<file path="src/rtl/axis_pkg.sv">
// rtl/axis_pkg.sv - shared AXI-Stream packer types and constants
package axis_pkg;

    localparam int AXIS_BYTE_WIDTH = 8;

    typedef enum logic {
        ACCUM,
        HOLD
    } state_t;

endpackage

</file>
<file path="src/rtl/axis_pipe_reg.sv">
// rtl/axis_pipe_reg.sv - single-entry valid/ready register slice
module axis_pipe_reg #(
    parameter int WIDTH = 8
) (
    input  logic             clk,
    input  logic             rst,
    input  logic [WIDTH-1:0] in_data,
    input  logic             in_valid,
    output logic             in_ready,
    output logic [WIDTH-1:0] out_data,
    output logic             out_valid,
    input  logic             out_ready
);

    // The slot can take a new entry when empty or draining this cycle.
    assign in_ready = !out_valid || out_ready;

    always_ff @(posedge clk) begin
        if (rst) begin
            out_valid <= 1'b0;
            out_data  <= '0;
        end else if (in_ready) begin
            out_valid <= in_valid;
            if (in_valid) begin
                out_data <= in_data;
            end
        end
    end

endmodule

</file>
<file path="src/rtl/axis_byte_packer.sv">
// rtl/axis_byte_packer.sv - packs a byte stream into wide words; AXIS_BYTE_PACKER_TUSER_EN forwards tuser
module axis_byte_packer
    import axis_pkg::*;
#(
    parameter int OUTPUT_KEEP_WIDTH = 8,
    localparam int OUTPUT_DATA_WIDTH = AXIS_BYTE_WIDTH * OUTPUT_KEEP_WIDTH
) (
    input  logic                         clk,
    input  logic                         rst,
    input  logic [AXIS_BYTE_WIDTH-1:0]   s_axis_tdata,
    input  logic                         s_axis_tkeep,
    input  logic                         s_axis_tvalid,
    output logic                         s_axis_tready,
    input  logic                         s_axis_tlast,
    input  logic                         s_axis_tuser,
    output logic [OUTPUT_DATA_WIDTH-1:0] m_axis_tdata,
    output logic [OUTPUT_KEEP_WIDTH-1:0] m_axis_tkeep,
    output logic                         m_axis_tvalid,
    input  logic                         m_axis_tready,
    output logic                         m_axis_tlast,
    output logic                         m_axis_tuser
);

    localparam int CW = $clog2(OUTPUT_KEEP_WIDTH + 1);
`ifdef AXIS_BYTE_PACKER_TUSER_EN
    localparam int PW = OUTPUT_DATA_WIDTH + OUTPUT_KEEP_WIDTH + 2;
`else
    localparam int PW = OUTPUT_DATA_WIDTH + OUTPUT_KEEP_WIDTH + 1;
`endif

    state_t                 state;
    logic [CW-1:0]          byte_count;
    logic [CW-1:0]          hold_count;
    logic [OUTPUT_DATA_WIDTH-1:0] acc_data;
    logic                   hold_last;

    logic [OUTPUT_DATA_WIDTH-1:0] cand_data;
    logic [CW-1:0]          cand_count;
    logic                   accept;
    logic                   complete;
    logic                   push;
    logic                   slot_free;
    logic [OUTPUT_DATA_WIDTH-1:0] word_data;
    logic [CW-1:0]          word_count;
    logic [OUTPUT_KEEP_WIDTH-1:0] word_keep;
    logic                   word_last;
    logic [PW-1:0]          pipe_in;
    logic [PW-1:0]          pipe_out;

    always_comb begin
        cand_data = acc_data;
        for (int i = 0; i < OUTPUT_KEEP_WIDTH; i++) begin
            if (s_axis_tkeep && byte_count == CW'(i)) begin
                cand_data[i*AXIS_BYTE_WIDTH +: AXIS_BYTE_WIDTH] = s_axis_tdata;
            end
        end
        cand_count = byte_count + CW'(s_axis_tkeep);
        accept     = s_axis_tvalid && s_axis_tready;
        complete   = accept && (s_axis_tlast ||
                     (s_axis_tkeep && byte_count == CW'(OUTPUT_KEEP_WIDTH - 1)));
        // In HOLD the completed word lives in the accumulator registers.
        push       = (state == HOLD) || complete;
        word_data  = (state == HOLD) ? acc_data   : cand_data;
        word_count = (state == HOLD) ? hold_count : cand_count;
        word_last  = (state == HOLD) ? hold_last  : s_axis_tlast;
        word_keep  = '0;
        for (int i = 0; i < OUTPUT_KEEP_WIDTH; i++) begin
            word_keep[i] = CW'(i) < word_count;
        end
    end

`ifdef AXIS_BYTE_PACKER_TUSER_EN
    logic hold_user;
    logic word_user;

    assign word_user = (state == HOLD) ? hold_user : (s_axis_tuser && s_axis_tlast);
    assign pipe_in   = {word_user, word_last, word_keep, word_data};
    assign {m_axis_tuser, m_axis_tlast, m_axis_tkeep, m_axis_tdata} = pipe_out;

    always_ff @(posedge clk) begin
        if (rst) begin
            hold_user <= 1'b0;
        end else if (state == ACCUM && complete && !slot_free) begin
            hold_user <= s_axis_tuser && s_axis_tlast;
        end
    end
`else
    logic unused_tuser;

    assign unused_tuser = s_axis_tuser;
    assign pipe_in      = {word_last, word_keep, word_data};
    assign {m_axis_tlast, m_axis_tkeep, m_axis_tdata} = pipe_out;
    assign m_axis_tuser = 1'b0;
`endif

    always_ff @(posedge clk) begin
        if (rst) begin
            state         <= ACCUM;
            byte_count    <= '0;
            hold_count    <= '0;
            acc_data      <= '0;
            hold_last     <= 1'b0;
            s_axis_tready <= 1'b0;
        end else begin
            case (state)
                ACCUM: begin
                    s_axis_tready <= 1'b1;
                    if (complete) begin
                        byte_count <= '0;
                        if (slot_free) begin
                            acc_data <= '0;
                        end else begin
                            acc_data      <= cand_data;
                            hold_count    <= cand_count;
                            hold_last     <= s_axis_tlast;
                            state         <= HOLD;
                            s_axis_tready <= 1'b0;
                        end
                    end else if (accept && s_axis_tkeep) begin
                        acc_data   <= cand_data;
                        byte_count <= cand_count;
                    end
                end
                HOLD: begin
                    if (slot_free) begin
                        acc_data      <= '0;
                        byte_count    <= '0;
                        state         <= ACCUM;
                        s_axis_tready <= 1'b1;
                    end
                end
                default: state <= ACCUM;
            endcase
        end
    end

    axis_pipe_reg #(
        .WIDTH(PW)
    ) u_out_reg (
        .clk      (clk),
        .rst      (rst),
        .in_data  (pipe_in),
        .in_valid (push),
        .in_ready (slot_free),
        .out_data (pipe_out),
        .out_valid(m_axis_tvalid),
        .out_ready(m_axis_tready)
    );

endmodule

</file>
<file path="config.mk">
export PLATFORM = sky130hd
export DESIGN_NAME = axis_byte_packer
export DESIGN_NICKNAME = d
export VERILOG_FILES = /design/src/rtl/axis_pkg.sv /design/src/rtl/axis_pipe_reg.sv /design/src/rtl/axis_byte_packer.sv
export SDC_FILE = /design/constraint.sdc
export NUM_CORES = 1
export LEC_CHECK = 0
export CAP_MARGIN = 0
export CORE_MARGIN = 3
export CORE_UTILIZATION = 25
export CTS_BUF_LIST = sky130_fd_sc_hd__clkbuf_8
export DETAILED_ROUTE_END_ITERATION = 7
export PLACE_DENSITY = 0.45
export SETUP_SLACK_MARGIN = 0.5
export SLEW_MARGIN = 40
export SYNTH_ARGS = -nofsm -noshare
export SYNTH_HDL_FRONTEND = slang
export SYNTH_SLANG_ARGS = --single-unit
</file>
<file path="constraint.sdc">
create_clock -name clk -period 2.6 [get_ports clk]
set_input_delay 0.65 -clock clk [delete_from_list [all_inputs] [get_ports clk]]
set_output_delay 0.65 -clock clk [all_outputs]
set_load 0.02 [all_outputs]
</file>
==> results.sh, run 1 <==
export IMPL_drc=0
export IMPL_path_max_fanout=8
export IMPL_io_pins=91
export IMPL_final_max_slew_viol_count=0
export IMPL_h_tree_depth=4
export IMPL_ant_nets=0
export IMPL_finalPower_mw=4.421
export IMPL_start_util_pct=25.58
export IMPL_grt_pass1_wl_um=26490
export IMPL_synth_area_sq_um=6240
export IMPL_required_ps=2940
export IMPL_start_kind="input port"
export IMPL_min_period_ps=2103
export IMPL_hold_violations=0
export IMPL_synth_flop_cell="dfxtp_1"
export IMPL_syn_instance_count=506
export IMPL_die_x_um=164.0
export IMPL_fin_util_pct=33.67
export IMPL_cts_tree="yes"
export IMPL_grt_max_degree=29
export IMPL_totalWireLength_um=16540
export IMPL_layout_drive_gt1_share_pct=28.04
export IMPL_antenna_found_initial=0
export IMPL_fin_worst_skew_ps=16.56
export IMPL_peakVddDrop_mv=0.2476
export IMPL_drtIter0Drc=282
export IMPL_yosysTopAreaCell="dfxtp_1"
export IMPL_crit_type="in -> reg"
export IMPL_rsz0062_at_grt="yes"
export IMPL_core_area_sq_um=24390
export IMPL_synth_fp_nets=523
export IMPL_max_freq_mhz=475.5
export IMPL_timing_final_crit_share_pct=80.88
export IMPL_status="finished clean"
export IMPL_arrival_ps=2450
export IMPL_hold_class="reg -> reg"
export IMPL_cts_buffers=17
export IMPL_clock_sinks=149
export IMPL_drv_cap=0
export IMPL_gp_congestion=0.7807
export IMPL_cts_path_max_buffers=2
export IMPL_syn2layout_area_growth_pct=31.60
export IMPL_hpwl_um=11570
export IMPL_ys_ff_latch=149
export IMPL_row_count=57
export IMPL_drt_pass1_iterations=4
export IMPL_grt_use_total_pct=12.74
export IMPL_final_nets=647
export IMPL_avgSynthCellArea_sq_um=12.33
export IMPL_synth_top_area_share_pct=47.80
export IMPL_clkTransAtPathRegs_ps=80
export IMPL_setup_violations=0
export IMPL_grt_pass1_vias=4691
export IMPL_drt_vias_per_instance=4.624
export IMPL_clockRootBuffer="clkbuf_8"
export IMPL_grt_overflow_total=0
export IMPL_power_density_nw_per_um2=538.4
export IMPL_postCtsSetupRepairBufs=0
export IMPL_diodes=0
export IMPL_die_height_um=164.0
export IMPL_yosysUniqueCellTypes=47
export IMPL_clock_latency_ps=460
export IMPL_io_buffer_count=88
export IMPL_crit_path_end_kind="register"
export IMPL_die_area_sq_um=26890
export IMPL_p_leak_nw=3.104
export IMPL_via_count=4467
export IMPL_async_flop_share_pct=0
export IMPL_synth_edf_count=0
export IMPL_drt_wirelength_per_cell_um=17.12
export IMPL_synth_area_top_cells="dfxtp_1 48%, o2bb2ai_2 14%, mux2i_1 12%"
export IMPL_synth_seq_area_share_pct=47.80
export IMPL_yosysWarningCount=0
layout by cell type, fill, tap and decap left out, types with 2 or more instances in the layout:
cell type,n
nor3_1,3
a311oi_1,3
a22oi_1,2
dlygate4sd2_1,76
inv_6,3
a211oi_1,5
nand3_1,2
nand2_1,10
clkinv_2,3
clkinvlp_4,3
o21ai_2,2
o21ai_4,3
nor2b_1,2
o2bb2ai_1,4
mux2_2,3
and3b_1,2
buf_4,35
a22o_1,64
clkbuf_8,18
nor2_4,6
nand2_2,4
mux2i_1,73
bufinv_16,2
nor2_2,10
clkdlybuf4s50_1,12
nand2b_1,3
buf_12,14
a21oi_1,5
inv_1,2
o2bb2ai_2,60
nor2_1,30
dfxtp_1,149
o21ai_0,2
o211ai_1,4
ha_1,2
final cells by class:
class,count,area [sq um]
flip-flops and latches,149,2983
fillers,2454,16180
clock buffers,18,247.7
repair buffers,138,1340
well taps,324,405.4
clock inverters,13,131.4
multi-input cells,324,3104
metrics by stage:
stage          setup TNS (ps)  cells  instance area [sq um]  setup WS, ps  hold WS, ps
2_1_floorplan               0    506                   6240         626.6        441.7
3_3_place_gp           -170.2    935                   7861        -13.69        455.9
3_5_place_dp            -2557    935                   7861        -81.01        453.8
4_1_cts                     0    966                   8162         518.6        474.7
5_1_grt                     0    966                   8212         478.6        482.9
6_report                    0    966                   8212         497.1        469.0
cell usage after synthesis, drive strengths merged (3+ instances only):
| library cell | count |
|---|---|
| a211oi | 5 |
| a21oi | 6 |
| a22o | 64 |
| a311oi | 3 |
| buf | 22 |
| clkbuf | 11 |
| dfxtp | 149 |
| mux2 | 3 |
| mux2i | 73 |
| nand2 | 14 |
| nand2b | 4 |
| nand3 | 3 |
| nor2 | 46 |
| nor3 | 4 |
| o211ai | 4 |
| o21ai | 7 |
| o2bb2ai | 64 |
layer usage:
metal,GRT usage [%],share of wire (%),vias to the layer above
li1,-,-,2183
met4,3.729,1.0,0
met2,21.25,48,82
met5,0,0,-
met1,16.24,46,2192
met3,3.279,4.6,10
worst paths after layout:
path | slack (ps) | end | cells past startpoint | startpoint
setup / recovery | 500 | acc_data[14] | 8 | s_axis_tvalid
setup reg to reg | 730 | acc_data[23] | 7 | byte_count[2]
hold reg to reg | 470 | u_out_reg.out_data[30] | 1 | u_out_reg.out_data[30]
hold / removal | 470 | u_out_reg.out_data[30] | 1 | u_out_reg.out_data[30]
power breakdown:
| group | leakage [nW] | internal (mW) | switching (mW) | total (mW) |
|---|---|---|---|---|
| logic | 1.71 | 0.131 | 0.218 | 0.349 |
| clock network | 0.194 | 0.868 | 0.897 | 1.77 |
| registers | 1.20 | 2.30 | 0.0110 | 2.31 |
critical path: stages:
cell and delay [ps]:
clkdlybuf4s50_1 570, nand2_2 110, buf_4 180, a2bb2oi_2 170, nand2b_1 140, buf_4 180
nand2_1 200, a22o_1 250
registers in the layout (all words and copies together) (netlist names):
signal / count
hold_count: 4
u_out_reg.out_data: 73
s_axis_tready: 1
state: 1
hold_last: 1
acc_data: 64
byte_count: 4
u_out_reg.out_valid: 1
cells by family after synthesis:
| kind of cell | Yosys count | share of synthesized area [%] |
|---|---|---|
| mux | 76 | 12.25 |
| buf+inv | 33 | 3.650 |
| xor+xnor | 2 | 0.2808 |
| flops | 149 | 47.80 |
| fa+ha+maj | 2 | 0.4010 |
| simple gates | 84 | 7.380 |
| compound gates | 159 | 28.17 |
| other cells | 1 | 0.06010 |
timing repair:
action,4_1_cts,5_1_grt
hold buffers,0,0
pin swaps,0,0
hold endpoints to repair,0,0
resized for setup,81,10
endpoints found under the setup margin,137,99
Note: power is estimated with default switching activity, not from simulation.
==> run 2: changes to the inputs <==
--- a/config.mk
+++ b/config.mk
@@ -10,7 +10,7 @@
 export CORE_UTILIZATION = 25
 export CTS_BUF_LIST = sky130_fd_sc_hd__clkbuf_8
 export DETAILED_ROUTE_END_ITERATION = 7
-export PLACE_DENSITY = 0.45
+export PLACE_DENSITY = 0.46
 export SETUP_SLACK_MARGIN = 0.5
 export SLEW_MARGIN = 40
 export SYNTH_ARGS = -nofsm -noshare
==> constraint.sdc (replaced) <==
create_clock -name clk -period 1.71 [get_ports clk]
set_input_delay 0.4275 -clock clk [delete_from_list [all_inputs] [get_ports clk]]
set_output_delay 0.4275 -clock clk [all_outputs]
set_load 0.02 [all_outputs]
==> results.sh, run 2 (synthesized netlist as in run 1, its figures left out) <==
export IMPL_status="finished clean"
export IMPL_core_area_sq_um=24390
export IMPL_cts_buffers=17
export IMPL_die_area_sq_um=26890
export IMPL_ant_nets=0
export IMPL_drv_cap=0
export IMPL_clock_latency_ps=450
export IMPL_drt_vias_per_instance=4.658
export IMPL_crit_path_max_incr_delay_ps=400
export IMPL_place_ws_ps=-746.2
export IMPL_timing_final_crit_share_pct=99.42
export IMPL_regMostFlops="u_out_reg.out_data"
export IMPL_layout_commonest_cell="buf_4"
export IMPL_grt_pass1_wl_um=29350
export IMPL_hold_class="reg -> reg"
export IMPL_power_density_nw_per_um2=645.4
export IMPL_hold_violations=0
export IMPL_clkTransAtPathRegs_ps=90
export IMPL_cts_tree="yes"
export IMPL_io_buffer_count=88
export IMPL_fin_worst_skew_ps=10.62
export IMPL_fin_ws_ps=9.960
export IMPL_start_util_pct=25.58
export IMPL_crit_family="buffers and inverters"
export IMPL_final_nets=761
export IMPL_gp_congestion=0.7189
export IMPL_path_cells="nand3_4 -> o31ai_4 -> and2_4 -> nor2_4 -> buf_6 -> buf_12 -> clkbuf_16 -> o2bb2ai_2"
export IMPL_peakVddDrop_mv=0.2718
export IMPL_start_kind="register"
export IMPL_crit_path_end_kind="register"
export IMPL_grt_overflow_total=0
export IMPL_drtIter0Drc=230
export IMPL_top_regs="u_out_reg.out_data: 73 flops, acc_data: 64 flops"
export IMPL_rsz0062_at_grt="yes"
export IMPL_p_leak_nw=3.848
export IMPL_clock_sinks=149
export IMPL_drt_pass1_iterations=4
export IMPL_totalWireLength_um=19980
export IMPL_layout_drive_gt1_share_pct=66.97
export IMPL_drc=0
export IMPL_via_count=5035
export IMPL_cts_hold_fix_buffers=0
export IMPL_arrival_ps=2040
export IMPL_cts_path_max_buffers=2
export IMPL_die_x_um=164.0
export IMPL_drt_wirelength_per_cell_um=18.48
export IMPL_die_height_um=164.0
export IMPL_final_max_slew_viol_count=0
export IMPL_path_max_fanout=7
export IMPL_finalPower_mw=6.695
export IMPL_min_period_ps=1700
export IMPL_critical_path_buf_inv_count=3
export IMPL_final_cell_mix="111 x buf_4, 93 x buf_6, 72 x dfxtp_2, 69 x dfxtp_1, 64 x a22o_1"
export IMPL_setup_violations=0
export IMPL_grt_max_degree=35
export IMPL_grt_use_total_pct=14.19
export IMPL_critPathSlowestCell="dfxtp_4"
export IMPL_clockRootBuffer="clkbuf_8"
export IMPL_h_tree_depth=4
export IMPL_largest_reg_flops=73
export IMPL_io_pins=91
export IMPL_row_count=57
export IMPL_diodes=0
export IMPL_syn2layout_area_growth_pct=66.23
export IMPL_crit_type="reg -> reg"
export IMPL_antenna_found_initial=0
export IMPL_required_ps=2050
export IMPL_hpwl_um=11740
export IMPL_grt_pass1_vias=5274
export IMPL_tns_ps=0
export IMPL_max_freq_mhz=588.2
export IMPL_fin_util_pct=42.53
==> run 2: changes by cell type in the layout (fill, tap and decap cells not counted), moves of 14 or more <==
cell / previous run / this run
o2bb2ai_4: 0 / 18
mux2i_2: 0 / 15
nor2_4: 6 / 20
mux2i_1: 73 / 53
o2bb2ai_2: 60 / 45
dlygate4sd2_1: 76 / 2
dfxtp_1: 149 / 69
buf_4: 35 / 111
dfxtp_2: 0 / 72
buf_6: 1 / 93
==> run 2: area by class of cell <==
class	count	area, sq um
Clock inverter	15	92.59
Tap cell	324	405.4
Clock buffer	17	234.0
Fill cell	2263	14020
Sequential cell	149	3103
Multi-Input combinational cell	325	3769
Timing Repair Buffer	251	2769
==> run 2: worst paths after layout <==
check | end | from | cells past startpoint | slack, ps
worst max-delay path | u_out_reg.out_data[14] | byte_count[0] | 8 | 10
worst max register to register | u_out_reg.out_data[14] | byte_count[0] | 8 | 10
worst min-delay path | acc_data[47] | acc_data[47] | 1 | 480
worst min register to register | acc_data[47] | acc_data[47] | 1 | 480
==> run 2: timing repair <==
item                                    CTS  global route
cloned                                    7             8
pin swaps                                28            54
resized for setup                       581            89
setup buffers                            73            14
endpoints found under the setup margin  224           224
==> run 2: routing by layer <==
layer | track usage [%] | up-vias | part of all wire, %
met3 | 2.522 | 15 | 3.8
met4 | 5.344 | 0 | 1.4
met2 | 23.34 | 97 | 50
met1 | 18.58 | 2507 | 45
met5 | 0 | - | 0
li1 | - | 2416 | -
==> run 2: where the power goes <==
part | total [mW] | internal [mW] | switching, mW
Clock | 2.38 | 0.981 | 1.40
Sequential | 3.50 | 3.48 | 0.0221
Combinational | 0.807 | 0.371 | 0.436
Total | 6.69 | 4.83 | 1.86
==> run 2: stage by stage <==
step                hold slack [ps]  instances  cell area, sq um
global route                  495.9       1081             10370
CTS                           472.5       1059              9608
global placement              455.4        947              8128
finish                        477.9       1081             10370
detailed placement            454.7        947              8128
floorplan                     441.6        506              6452
==> run 2: worst register-to-register path, delay by kind of cell (launching register included) <==
kind / cells / cell delay (ps)
buffers and inverters: 3 / 450
flip-flops: 1 / 400
AO/OA/AOI/OAI: 2 / 380
AND/OR/NAND/NOR: 3 / 340
